==> config.mk <==
export PLATFORM = sky130hd
export DESIGN_NAME = deserializer
export DESIGN_NICKNAME = d
export VERILOG_FILES = /design/src/rtl/deserializer.sv
export SDC_FILE = /design/constraint.sdc
export NUM_CORES = 1
export LEC_CHECK = 0
export BUFFER_PORTS_ARGS = -buffer_cell sky130_fd_sc_hd__buf_2
export CORE_MARGIN = 1
export CORE_UTILIZATION = 53
export CTS_CLUSTER_SIZE = 8
export DETAILED_ROUTE_END_ITERATION = 10
export HOLD_SLACK_MARGIN = 0.02
export PLACE_DENSITY = 0.75
export SYNTH_ARGS = -nofsm -noshare
export SYNTH_HDL_FRONTEND = slang
export SYNTH_SLANG_ARGS = --single-unit
==> constraint.sdc <==
create_clock -name clk -period 1.42 [get_ports clk]
set_input_delay 0.071 -clock clk [delete_from_list [all_inputs] [get_ports clk]]
set_output_delay 0.071 -clock clk [all_outputs]
set_load 0.03 [all_outputs]
==> src/rtl/deserializer.sv <==
// rtl/deserializer.sv - serial-to-parallel receiver for the guard-bit serial link
module deserializer #(
    parameter int WIDTH = 7
) (
    input  logic             clk,
    input  logic             rst,
    input  logic             start,
    input  logic             sin,
    output logic [WIDTH-1:0] data_out,
    output logic             valid,
    output logic             frame_err,
    output logic             busy,
    output logic             done
);

    localparam int CW = $clog2(WIDTH) + 1;

    typedef enum logic [1:0] {
        IDLE  = 2'd0,
        GUARD = 2'd1,
        SHIFT = 2'd2
    } state_t;

    state_t           state_q, state_d;
    logic [CW-1:0]    cnt_q, cnt_d;
    logic [WIDTH-1:0] shreg_q, shreg_d;
    logic [WIDTH-1:0] data_q, data_d;
    logic             valid_q, valid_d;
    logic             ferr_q, ferr_d;
    logic             done_q, done_d;
    logic             gbad_q, gbad_d;

    logic [WIDTH-1:0] sin_msb;
    logic [WIDTH-1:0] shifted;
    logic             last_bit;

    // Shift-in value: new bit enters at the MSB so the first data bit ends up at bit 0
    always_comb begin
        sin_msb            = '0;
        sin_msb[WIDTH-1]   = sin;
        shifted            = (shreg_q >> 1) | sin_msb;
        last_bit           = (cnt_q == CW'(WIDTH - 1));
    end

    // Next-state and datapath updates; a sampled start always wins over the state transition
    always_comb begin
        state_d = state_q;
        cnt_d   = cnt_q;
        shreg_d = shreg_q;
        data_d  = data_q;
        valid_d = 1'b0;
        ferr_d  = ferr_q;
        done_d  = done_q;
        gbad_d  = gbad_q;

        case (state_q)
            IDLE: begin
            end
            GUARD: begin
                gbad_d  = sin;
                state_d = SHIFT;
            end
            SHIFT: begin
                shreg_d = shifted;
                cnt_d   = cnt_q + CW'(1);
                if (last_bit) begin
                    data_d  = shifted;
                    ferr_d  = gbad_q;
                    valid_d = 1'b1;
                    done_d  = 1'b1;
                    cnt_d   = '0;
                    state_d = IDLE;
                end
            end
            default: begin
                state_d = IDLE;
            end
        endcase

        // Start aborts any partial frame (completion on the same edge still lands above)
        if (start) begin
            state_d = GUARD;
            shreg_d = '0;
            cnt_d   = '0;
            done_d  = 1'b0;
        end
    end

    // State register with synchronous reset
    always_ff @(posedge clk) begin
        if (rst) begin
            state_q <= IDLE;
            cnt_q   <= '0;
            shreg_q <= '0;
            data_q  <= '0;
            valid_q <= 1'b0;
            ferr_q  <= 1'b0;
            done_q  <= 1'b0;
            gbad_q  <= 1'b0;
        end else begin
            state_q <= state_d;
            cnt_q   <= cnt_d;
            shreg_q <= shreg_d;
            data_q  <= data_d;
            valid_q <= valid_d;
            ferr_q  <= ferr_d;
            done_q  <= done_d;
            gbad_q  <= gbad_d;
        end
    end

    assign data_out  = data_q;
    assign valid     = valid_q;
    assign frame_err = ferr_q;
    assign busy      = (state_q != IDLE);
    assign done      = done_q;

endmodule
* Word-level counts from Yosys, hierarchy flattened
Cells that the tools add are included.
** Word-level totals
- Memories kept :: 0
- Bits in registers :: 24
- Memory bits (read-only) :: 0
- Bits of input ports :: 4
- Bits in latches :: 0
- Bits in writable memories :: 0
** Operators by class
- Bitwise gates (word level) :: 3
- Shift-type cells :: 0
- Multipliers :: 0
- $lt $le $gt $ge :: 0
- Equality and inequality tests :: 6
- Reductions and logical operators :: 7
- $add $sub $neg :: 1
- Div/mod/pow operators :: 0
- Muxes and demuxes :: 5
** Operators with widths (number)
- 6-bit by 7-bit bitwise OR with 7-bit output :: 1
- 2-bit case mux with 3 select lines :: 1
- 2-bit AND reduction :: 3
- 4-bit by 1-bit adder with 4-bit output (second input constant) :: 1
- 4-bit by 3-bit == test with 1-bit output (second input constant) :: 1
- 4-bit 2-to-1 mux :: 1
- 2-bit != test (second input constant) :: 2
- 2-bit OR reduction :: 2
- 3-bit != test (second input constant) :: 1
- 2-bit by 1-bit == test with 1-bit output (second input constant) :: 1
- 2-bit == test (second input constant) :: 1
- 2-bit zero test :: 1
- 1-bit 2-to-1 mux :: 2
- 2-bit 2-to-1 mux :: 1
- 1-bit inverter :: 2
- 2-bit nonzero test :: 1

* Logic depth before layout (Yosys ltp)
Gate-level depths: netlist of run 1.
- Depth in word-level cells :: 4
- Gate-level depth with buffers :: 4
- Gate-level depth less buffers :: 3

* Least setup slack after synthesis of run 1
OpenSTA, ideal clock, no wires.
- Path type :: flip-flop to flip-flop
- From :: reg cnt_q[3]
- To :: reg data_q[0], in the netlist data_out[0]
- Clock period less this slack :: 1.114 ns
- Required time :: 1.348 ns
- Arrival time :: 1.043 ns
- Cell stages (with the launch flop) :: 5
- Setup slack :: 0.306 ns
- Cells stage by stage :: dfxtp_1 > nand3b_2 > nor3_2 > buf_6 > mux2i_1
** Between the ends
- Cells in the longest elaborated chain, start to end :: 2
** Ends and longest elaborated chain
- start, declared :: line 25 : logic [CW-1:0] cnt_q, cnt_d;
- start signal, assigned :: line 102 : cnt_q <= cnt_d;
- 4-bit by 3-bit == test with 1-bit output :: line 42 : last_bit = (cnt_q == CW'(WIDTH - 1));
- 2-bit AND reduction (no line)
- end signal, assigned :: line 104 : data_q <= data_d;
- end, declared :: line 27 : logic [WIDTH-1:0] data_q, data_d;
No other way between the ends.
A chain may end at the register's enable or synchronous reset.

* Worst setup path after layout of run 1
- From :: reg cnt_q[3]
- To :: reg data_q[3], in the netlist data_out[3]
The elaborated chain is that of the path after synthesis.

==> results of run 1 <==
## per-layer routing
layer / track usage [%] / share of wire, %
met4: 9.09 / 1.8
met2: 36.5 / 49
met3: 7.35 / 3.4
met1: 22.2 / 45
met5: 0 / 0
## cell usage in the layout (no fill, tap or decap)
| cell type | netlist | routed |
|---|---|---|
| a211oi_1 | 1 | 1 |
| a21oi_1 | 8 | 8 |
| a31oi_1 | 2 | 2 |
| buf_2 | 1 | 14 |
| buf_4 | 2 | 5 |
| clkbuf_4 | 0 | 3 |
| clkinv_2 | 0 | 1 |
| dfxtp_1 | 23 | 23 |
| dlygate4sd3_1 | 0 | 2 |
| inv_2 | 1 | 1 |
| mux2i_1 | 10 | 10 |
| nand2_1 | 16 | 16 |
| nand2b_1 | 18 | 18 |
| nand3_1 | 2 | 2 |
| nand3b_2 | 1 | 1 |
| nand4_1 | 1 | 1 |
| nor2_1 | 2 | 2 |
| nor2b_1 | 2 | 2 |
| nor3_1 | 1 | 1 |
| nor3_2 | 1 | 1 |
| nor4_1 | 1 | 1 |
| o21a_1 | 1 | 1 |
| o21ai_0 | 1 | 1 |
| or2_1 | 1 | 1 |
| or2_2 | 1 | 1 |
| or2b_2 | 1 | 1 |
| or3_1 | 2 | 2 |
## sequential cells by signal (all words and copies together), names as in the netlist
name       cells
data_out       7
shreg_q        6
cnt_q          4
state_q        2
done           1
frame_err      1
gbad_q         1
valid          1
## repair_timing
item	4_1_cts	5_1_grt
buffers inserted	0	0
endpoints found under the hold margin	3	0
hold buffers	2	0
## worst paths after layout
kind,startpoint,endpoint,slack [ns],cells past startpoint
setup / recovery,cnt_q[3],data_out[3],0.17,4
hold / removal,rst,gbad_q,0.11,2
setup reg to reg,cnt_q[3],data_out[3],0.17,4
hold reg to reg,shreg_q[1],shreg_q[1],0.46,2
## worst register-to-register path, stage by stage, from the launching register on
cell	delay, ns
dfxtp_1	0.36
nand3b_2	0.25
nor3_2	0.19
buf_4	0.20
mux2i_1	0.20
## logic make-up after synthesis
kind of cell,after synthesis
compound gates,13
buf+inv,7
flops,23
mux,10
simple gates,50
## through the flow
| stage | utilization [%] | cell area [um2] |
|---|---|---|
| final | 68.8 | 1100 |
| after global routing | 68.8 | 1100 |
| after CTS | 68.8 | 1100 |
| after detailed placement | 65.9 | 1050 |
| after global placement | 65.9 | 1050 |
| after floorplan | - | 951 |
## power breakdown
part,switching [mW],internal (mW)
Combinational,0.0300,0.0262
Sequential,0.00366,0.650
Clock,0.187,0.105
## synthesized netlist by cell type (all sizes together)
| master | instances | area [um2] |
|---|---|---|
| or2 | 2 | 12.5 |
| or2b | 1 | 8.76 |
| nand3b | 1 | 11.3 |
| nand2 | 16 | 60.1 |
| nor4 | 1 | 6.26 |
| a31oi | 2 | 12.5 |
| o21ai | 1 | 5.00 |
| a21oi | 8 | 40.0 |
| nand3 | 2 | 10.0 |
| or3 | 2 | 12.5 |
| nor2 | 2 | 7.51 |
| nor2b | 2 | 12.5 |
| mux2i | 10 | 100 |
| dfxtp | 23 | 460 |
| nand2b | 18 | 113 |
| nand4 | 1 | 6.26 |
| buf | 4 | 31.3 |
| o21a | 1 | 7.51 |
| nor3 | 2 | 15.0 |
| a211oi | 1 | 7.51 |
| inv | 1 | 3.75 |
| clkbuf | 2 | 7.51 |
## area by class of cell
class | count | area share [%]
clock buffers | 3 | 2.05
clock inverters | 1 | 0.456
inverters | 1 | 0.342
multi-input cells | 73 | 40.8
flip-flops and latches | 23 | 42.0
well taps | 24 | 2.74
repair buffers | 21 | 11.6
==> results.cfg, run 1 <==
[clock_tree]
h-tree-depth = 1
clk_path_buf_depth = 2
cts_tree = built
clock_latency_ns = 0.31
cts_resized = 0
cts_buffers = 3
root_buffer = clkbuf_4
clk_pin_slew_ns = 0.12
cts_sinks = 23

[min_path]
hp-class = in -> reg

[floorplanning]
num_io_pins = 15
dieHeight_um = 44.4
die_w_um = 44.4
die-area_mm2 = 0.00197
core_area_mm2 = 0.00159
num_rows = 14
start_util_pct = 59.7

[final_layout]
multiInputGateArea_um2 = 448
num_antenna_cells = 0
layout-drive-gt1-share_pct = 23.0
nFillCells = 133
seqCellArea_um2 = 460
fin_nets = 127
area.growth.synth_to_final_pct = 15.4
instances_no_fill = 146

[sta]
fin_crit_ns = 1.25
finalHoldViolCount = 0
setup_viol = 0
finalCritPeriodShare_pct = 88.3
relSlewSlack_pct = 78.3
skew_ns = 0.00729
holdWs_ns = 0.109
tightest_slew_ns = 0.325
fmax_ghz = 0.797
rsz0062_at_grt = no
setup_slack_ns = 0.166
finalSetupTns_ns = 0
slew_violations = 0

[setup_path]
path_cells = nand3b_2 > nor3_2 > buf_4 > mux2i_1
path_class = reg -> reg
cp_num_buf_inv = 1
worstPathArrival_ns = 1.50
critPathRequiredTime_ns = 1.67
slowest_delay_ns = 0.36
cp_max_fo = 7
cpMaxStageDelayCell = dfxtp_1
path_delay_family = simple AND/OR/NAND/NOR gates
startpoint_type = register
cp-end-kind = register

[global_route]
antenna_found_initial = 0
grt.total_usage_pct = 20.7
grt_pass1_vias = 686
grt_first_pass_wirelength_um = 2880
grt_max_degree = 23
overflow = 0

[logic_synthesis]
synthMuxAreaShare_pct = 10.5
synthAdderAreaFrac_pct = 0
syn_avg_cell_area_um2 = 9.23
yosys_warnings = 0
synth_compound_area_share_pct = 7.63
yosys.area_share.xor_xnor_pct = 0
seq_area_frac_synth_pct = 48.4
synth.distinct_cells = 26
ys_seq_elements = 23
syn_inst = 103
synth_top_family_by_area = simple AND/OR/NAND/NOR gates
synth-simple-area-share_pct = 28.9
syn_nets = 107
syn_area_um2 = 951

[place]
dp_hpwl_um = 1180
dp_worst_setup_slack_ns = 0.151
globalplace.congestion = 0.773
portBuffers = 14
dp.cells = 140

[pwr]
vdd_ir_drop_max_v = 0.000879
p_per_area_mw_per_mm2 = 913
power_leakage_nw = 0.404
p_total_mw = 1.00

[drt]
wl_um = 1600
avgViaCountPerCell = 4.90
firstDrtPassIters = 4
drtIter0Drc = 14
drc = 0
vias = 715
wl_per_cell_um = 11.0
ant_nets = 0

[run_status]
outcome = finished, final reports clean

[job]
max-cap-violations = 0
Power figures use the tool's default switching activity.
==> run 2, diff against run 1 <==
--- a/config.mk
+++ b/config.mk
@@ -13,4 +13,5 @@
 export HOLD_SLACK_MARGIN = 0.02
 export PLACE_DENSITY = 0.75
+export SLEW_MARGIN = 10
 export SYNTH_ARGS = -nofsm -noshare
 export SYNTH_HDL_FRONTEND = slang
==> constraint.sdc (replaced) <==
create_clock -name clk -period 1.42 [get_ports clk]
set_input_delay 0.426 -clock clk [delete_from_list [all_inputs] [get_ports clk]]
set_output_delay 0.426 -clock clk [all_outputs]
set_load 0.03 [all_outputs]
==> run 2 against run 1 <==
Compared with the run above: the run now ends with setup timing left; sequential cell count unchanged; non-clock buffer count down 2; setup slack worse by 0.18 ns; critical endpoint is now busy.
==> results.cfg, run 2 (synthesized netlist as in run 1, its figures left out) <==
[drt]
wl_per_cell_um = 10.6
ant_nets = 0
avgViaCountPerCell = 4.85
vias = 699
drtIter0Drc = 9
wl_um = 1520
firstDrtPassIters = 4
drc = 0

[setup_path]
path_cells = or2_4 > buf_6
cp_max_fo = 2
startpoint_type = register
worstPathArrival_ns = 1.01
cp-end-kind = output port
slowest_delay_ns = 0.34
critPathRequiredTime_ns = 0.99
path_class = reg -> out
cpMaxStageDelayCell = dfxtp_2

[place]
globalplace.congestion = 0.734
dp.cells = 139
dp_hpwl_um = 1090
portBuffers = 14
placed_area_mm2 = 0.00104

[sta]
finalHoldViolCount = 0
fmax_ghz = 0.697
rsz0062_at_grt = yes
fin_crit_ns = 1.44
holdWs_ns = 0.304
slew_violations = 0
finalSetupTns_ns = -0.0156
skew_ns = 0.00185
setup_viol = 1
setup_slack_ns = -0.0156
tightest_slew_ns = 0.317
relSlewSlack_pct = 78.8
finalCritPeriodShare_pct = 101

[final_layout]
instances_no_fill = 144
area.growth.synth_to_final_pct = 14.7
final_common_cell = dfxtp_1
final_cell_mix = 22 x dfxtp_1, 18 x nand2b_1, 16 x nand2_1, 13 x buf_2, 10 x mux2i_1
fin_nets = 125
nFillCells = 131
num_antenna_cells = 0
final_cell_area_mm2 = 0.00109
layout-drive-gt1-share_pct = 24.2
largest_reg_flops = 7

[floorplanning]
start_util_pct = 59.7
die-area_mm2 = 0.00197
num_rows = 14
die_w_um = 44.4
dieHeight_um = 44.4
core_area_mm2 = 0.00159
num_io_pins = 15

[global_route]
grt_pass1_vias = 648
grt_first_pass_wirelength_um = 2610
overflow = 0
antenna_found_initial = 0
grt.total_usage_pct = 18.2
grt_max_degree = 19

[pwr]
vdd_ir_drop_max_v = 0.000665
power_leakage_nw = 0.398
p_per_area_mw_per_mm2 = 918

[clock_tree]
clock_latency_ns = 0.30
clk_pin_slew_ns = 0.12
cts_sinks = 23
cts_buffers = 3
cts_tree = built
h-tree-depth = 1
clk_path_buf_depth = 2
root_buffer = clkbuf_4

[run_status]
outcome = finished with violations
failed_checks = setup timing

[min_path]
hp-class = in -> reg

[job]
max-cap-violations = 0
-- run 2: cell types whose count changed in the layout (fill, tap and decap cells not counted), sizes merged --
cell and change:
dlygate4sd3 -2
-- run 2: layer usage --
metal | GRT usage [%] | vias to the layer above | routed length [um]
li1 | - | 377 | -
met1 | 22.9 | 313 | 764
met4 | 9.09 | 0 | 19
met3 | 3.67 | 2 | 28
met5 | 0 | - | 0
met2 | 29.4 | 7 | 711
-- run 2: area by class of cell --
| class | instances | area (um2) | share of cell area, % |
|---|---|---|---|
| Clock buffer | 3 | 22.5 | 2.06 |
| Clock inverter | 1 | 5.00 | 0.459 |
| Inverter | 1 | 3.75 | 0.344 |
| Multi-Input combinational cell | 73 | 450 | 41.3 |
| Sequential cell | 23 | 462 | 42.3 |
| Tap cell | 24 | 30.0 | 2.75 |
| Timing Repair Buffer | 19 | 118 | 10.8 |
-- run 2: worst paths after layout --
path	from	endpoint	slack [ns]	cells after the start
hold reg to reg	shreg_q[1]	shreg_q[1]	0.47	2
setup reg to reg	state_q[0]	data_out[6]	0.13	5
setup / recovery	state_q[0]	busy	-0.02	2
hold / removal	rst	state_q[0]	0.30	2
-- run 2: timing repair --
item | 4_1_cts | 5_1_grt
hold endpoints to repair | 0 | 0
resized for setup | 4 | 1
setup endpoints to repair | 1 | 5
setup buffers | 1 | 0
hold buffers | 0 | 0
-- run 2: critical path: cells and delay by family (launching register included) --
family,cells,cell delay (ns)
buffers and inverters,1,0.13
flip-flops,1,0.34
AND/OR/NAND/NOR,1,0.24
-- run 2: stage by stage --
step / power [mW] / utilization [%] / worst slack [ns]
floorplan: 0.706 / - / 0.306
global placement: 0.720 / 65.4 / 0.199
detailed placement: 0.721 / 65.4 / 0.150
CTS: 1.01 / 68.2 / -0.0247
global route: 1.05 / 68.4 / -0.0521
finish: 1.00 / 68.4 / -0.0156
-- run 2: report_power, final --
part           switching, mW  internal [mW]
sequential           0.00317          0.650
combinational         0.0304         0.0290
clock                  0.185          0.105
total                  0.218          0.784
==> run 3, diff against run 2 <==
Settings changed: CELL_PAD_IN_SITES_DETAIL_PLACEMENT set to 0, CELL_PAD_IN_SITES_GLOBAL_PLACEMENT set to 1, CORE_UTILIZATION 53 to 40, PLACE_DENSITY 0.75 to unset, PLACE_DENSITY_LB_ADDON set to 0.1, SETUP_SLACK_MARGIN set to 0.2.
==> run 3 against run 2 <==
Compared with the run above: fmax decreased by 1.0%; worst hold slack improved by 0.056 ns; first-iteration DRC count decreased by 11%; the flow still finishes with violations (setup timing); sequential share of layout area decreased by 6.1 points; critical path type unchanged; power increased by 2.8%; clock power increased by 3%; combinational power increased by 28%.
==> results.cfg, run 3 (synthesized netlist as in run 1, its figures left out) <==
[run_status]
outcome = finished with violations
failed_checks = setup timing

[clock_tree]
cts_buffers = 3
root_buffer = clkbuf_4
cts_sinks = 23
clock_latency_ns = 0.30
clk_path_buf_depth = 2
cts_tree = built
cts.hold.buffers_added = 0
h-tree-depth = 1
clk_pin_slew_ns = 0.13

[floorplanning]
die_w_um = 50.8
die-area_mm2 = 0.00258
num_io_pins = 15
core_area_mm2 = 0.00223
num_rows = 17
dieHeight_um = 50.8
start_util_pct = 42.6

[final_layout]
fin_nets = 137
layout-drive-gt1-share_pct = 46.2
largest_reg_flops = 7
final_common_cell = nand2b_1
num_antenna_cells = 0
area.growth.synth_to_final_pct = 38.4
postLayoutCoreUtil_pct = 58.9
final_cell_mix = 17 x nand2b_1, 15 x buf_6, 13 x nand2_1, 13 x dfxtp_2, 13 x buf_4
instances_no_fill = 160

[sta]
rsz0062_at_grt = yes
finalCritPeriodShare_pct = 102
tightest_slew_ns = 0.337
relSlewSlack_pct = 77.5
holdWs_ns = 0.360
finalHoldViolCount = 0
fin_crit_ns = 1.45
fmax_ghz = 0.689
setup_slack_ns = -0.0305
finalSetupTns_ns = -0.0305
setup_viol = 1
skew_ns = 0.00698
slew_violations = 0

[setup_path]
path_class = reg -> out
r2r_cells = 6
startpoint_type = register
regToRegEndpoint = data_out[2]
critPathRequiredTime_ns = 0.99
cp_max_fo = 2
cp-end-kind = output port
crit_end = busy
worstPathArrival_ns = 1.02
rrSetupSlack_ns = 0.09
r2r_start = state_q[0]
timing.critical_path.from = state_q[0]

[global_route]
grt_first_pass_wirelength_um = 3000
antenna_found_initial = 0
grt.total_usage_pct = 15.7
grt_pass1_vias = 679
grt_max_degree = 15
overflow = 0

[pwr]
switchingPower_uw = 231
p_comb_share_pct = 7.4
seq_power_share_pct = 63.4
netSwitchingFraction_pct = 22.5
vdd_ir_drop_max_v = 0.000519
power_leakage_nw = 0.480
p_clk_share_pct = 29.2
p_per_area_mw_per_mm2 = 782
power.internal_uw = 798

[min_path]
hp-class = in -> reg

[job]
max-cap-violations = 0

[place]
dp_hpwl_um = 1260
dp.cells = 146
globalplace.congestion = 0.758
portBuffers = 14

[drt]
drc = 0
ant_nets = 0
wl_um = 1830
drtIter0Drc = 8
wl_per_cell_um = 11.5
firstDrtPassIters = 4
avgViaCountPerCell = 4.86
vias = 777
## run 3: cell count changes in the layout (fill, tap and decap cells not counted), moves of 3 or more
| cell | before | now |
|---|---|---|
| buf_4 | 4 | 13 |
| buf_6 | 2 | 15 |
| dfxtp_2 | 1 | 13 |
| a21oi_1 | 8 | 4 |
| nand2_1 | 16 | 13 |
| a21oi_2 | 0 | 4 |
| nand2_2 | 0 | 3 |
| buf_2 | 13 | 3 |
| dfxtp_1 | 22 | 10 |
## run 3: power groups by stage
stage                     Combinational (mW)  Sequential [mW]  Clock [mW]
after floorplan                       0.0394            0.667           0
after global placement                0.0587            0.668           0
after detailed placement              0.0589            0.668           0
after CTS                             0.0706            0.653       0.307
after global routing                  0.0831            0.654       0.331
final                                 0.0763            0.653       0.300
## run 3: timing repair
item	in CTS	in global routing
buffers inserted	5	5
setup endpoints to repair	17	21
gates cloned	0	0
resized for setup	38	14
pin swaps	2	10
## run 3: area by class of cell
cell class	instances	area, um2
Fill cell	217	917
Tap cell	28	35.0
Multi-Input combinational cell	73	493
Sequential cell	23	477
Clock buffer	4	26.3
Timing Repair Buffer	31	282
Inverter	1	3.75
## run 3: worst max-delay path, cell delays in order, from the launching register on
cell	delay, ns
dfxtp_2	0.35
or2_4	0.24
buf_6	0.13
## run 3: through the flow
stage	instance area, um2	power (mW)	setup slack (ns)
after global routing	1320	1.07	-0.0544
after global placement	1070	0.726	0.179
after floorplan	951	0.706	0.306
final	1320	1.03	-0.0305
after CTS	1240	1.03	-0.0282
after detailed placement	1070	0.727	0.164
## run 3: worst min path at each step
stage / from / endpoint / slack (ns) / depth (start not counted)
CTS: sin / shreg_q[6] / 0.36 / 3
global placement: shreg_q[1] / shreg_q[1] / 0.45 / 2
detailed placement: done / done / 0.45 / 1
finish: sin / shreg_q[6] / 0.36 / 3
global route: sin / shreg_q[6] / 0.37 / 3
floorplan: shreg_q[1] / shreg_q[1] / 0.44 / 2
## run 3: layer usage
layer	vias up	track usage, %	wire length (um)
met4	0	6.94	17
met3	2	2.73	31
li1	398	-	-
met2	8	26.7	895
met1	369	19.1	889
met5	-	0	0
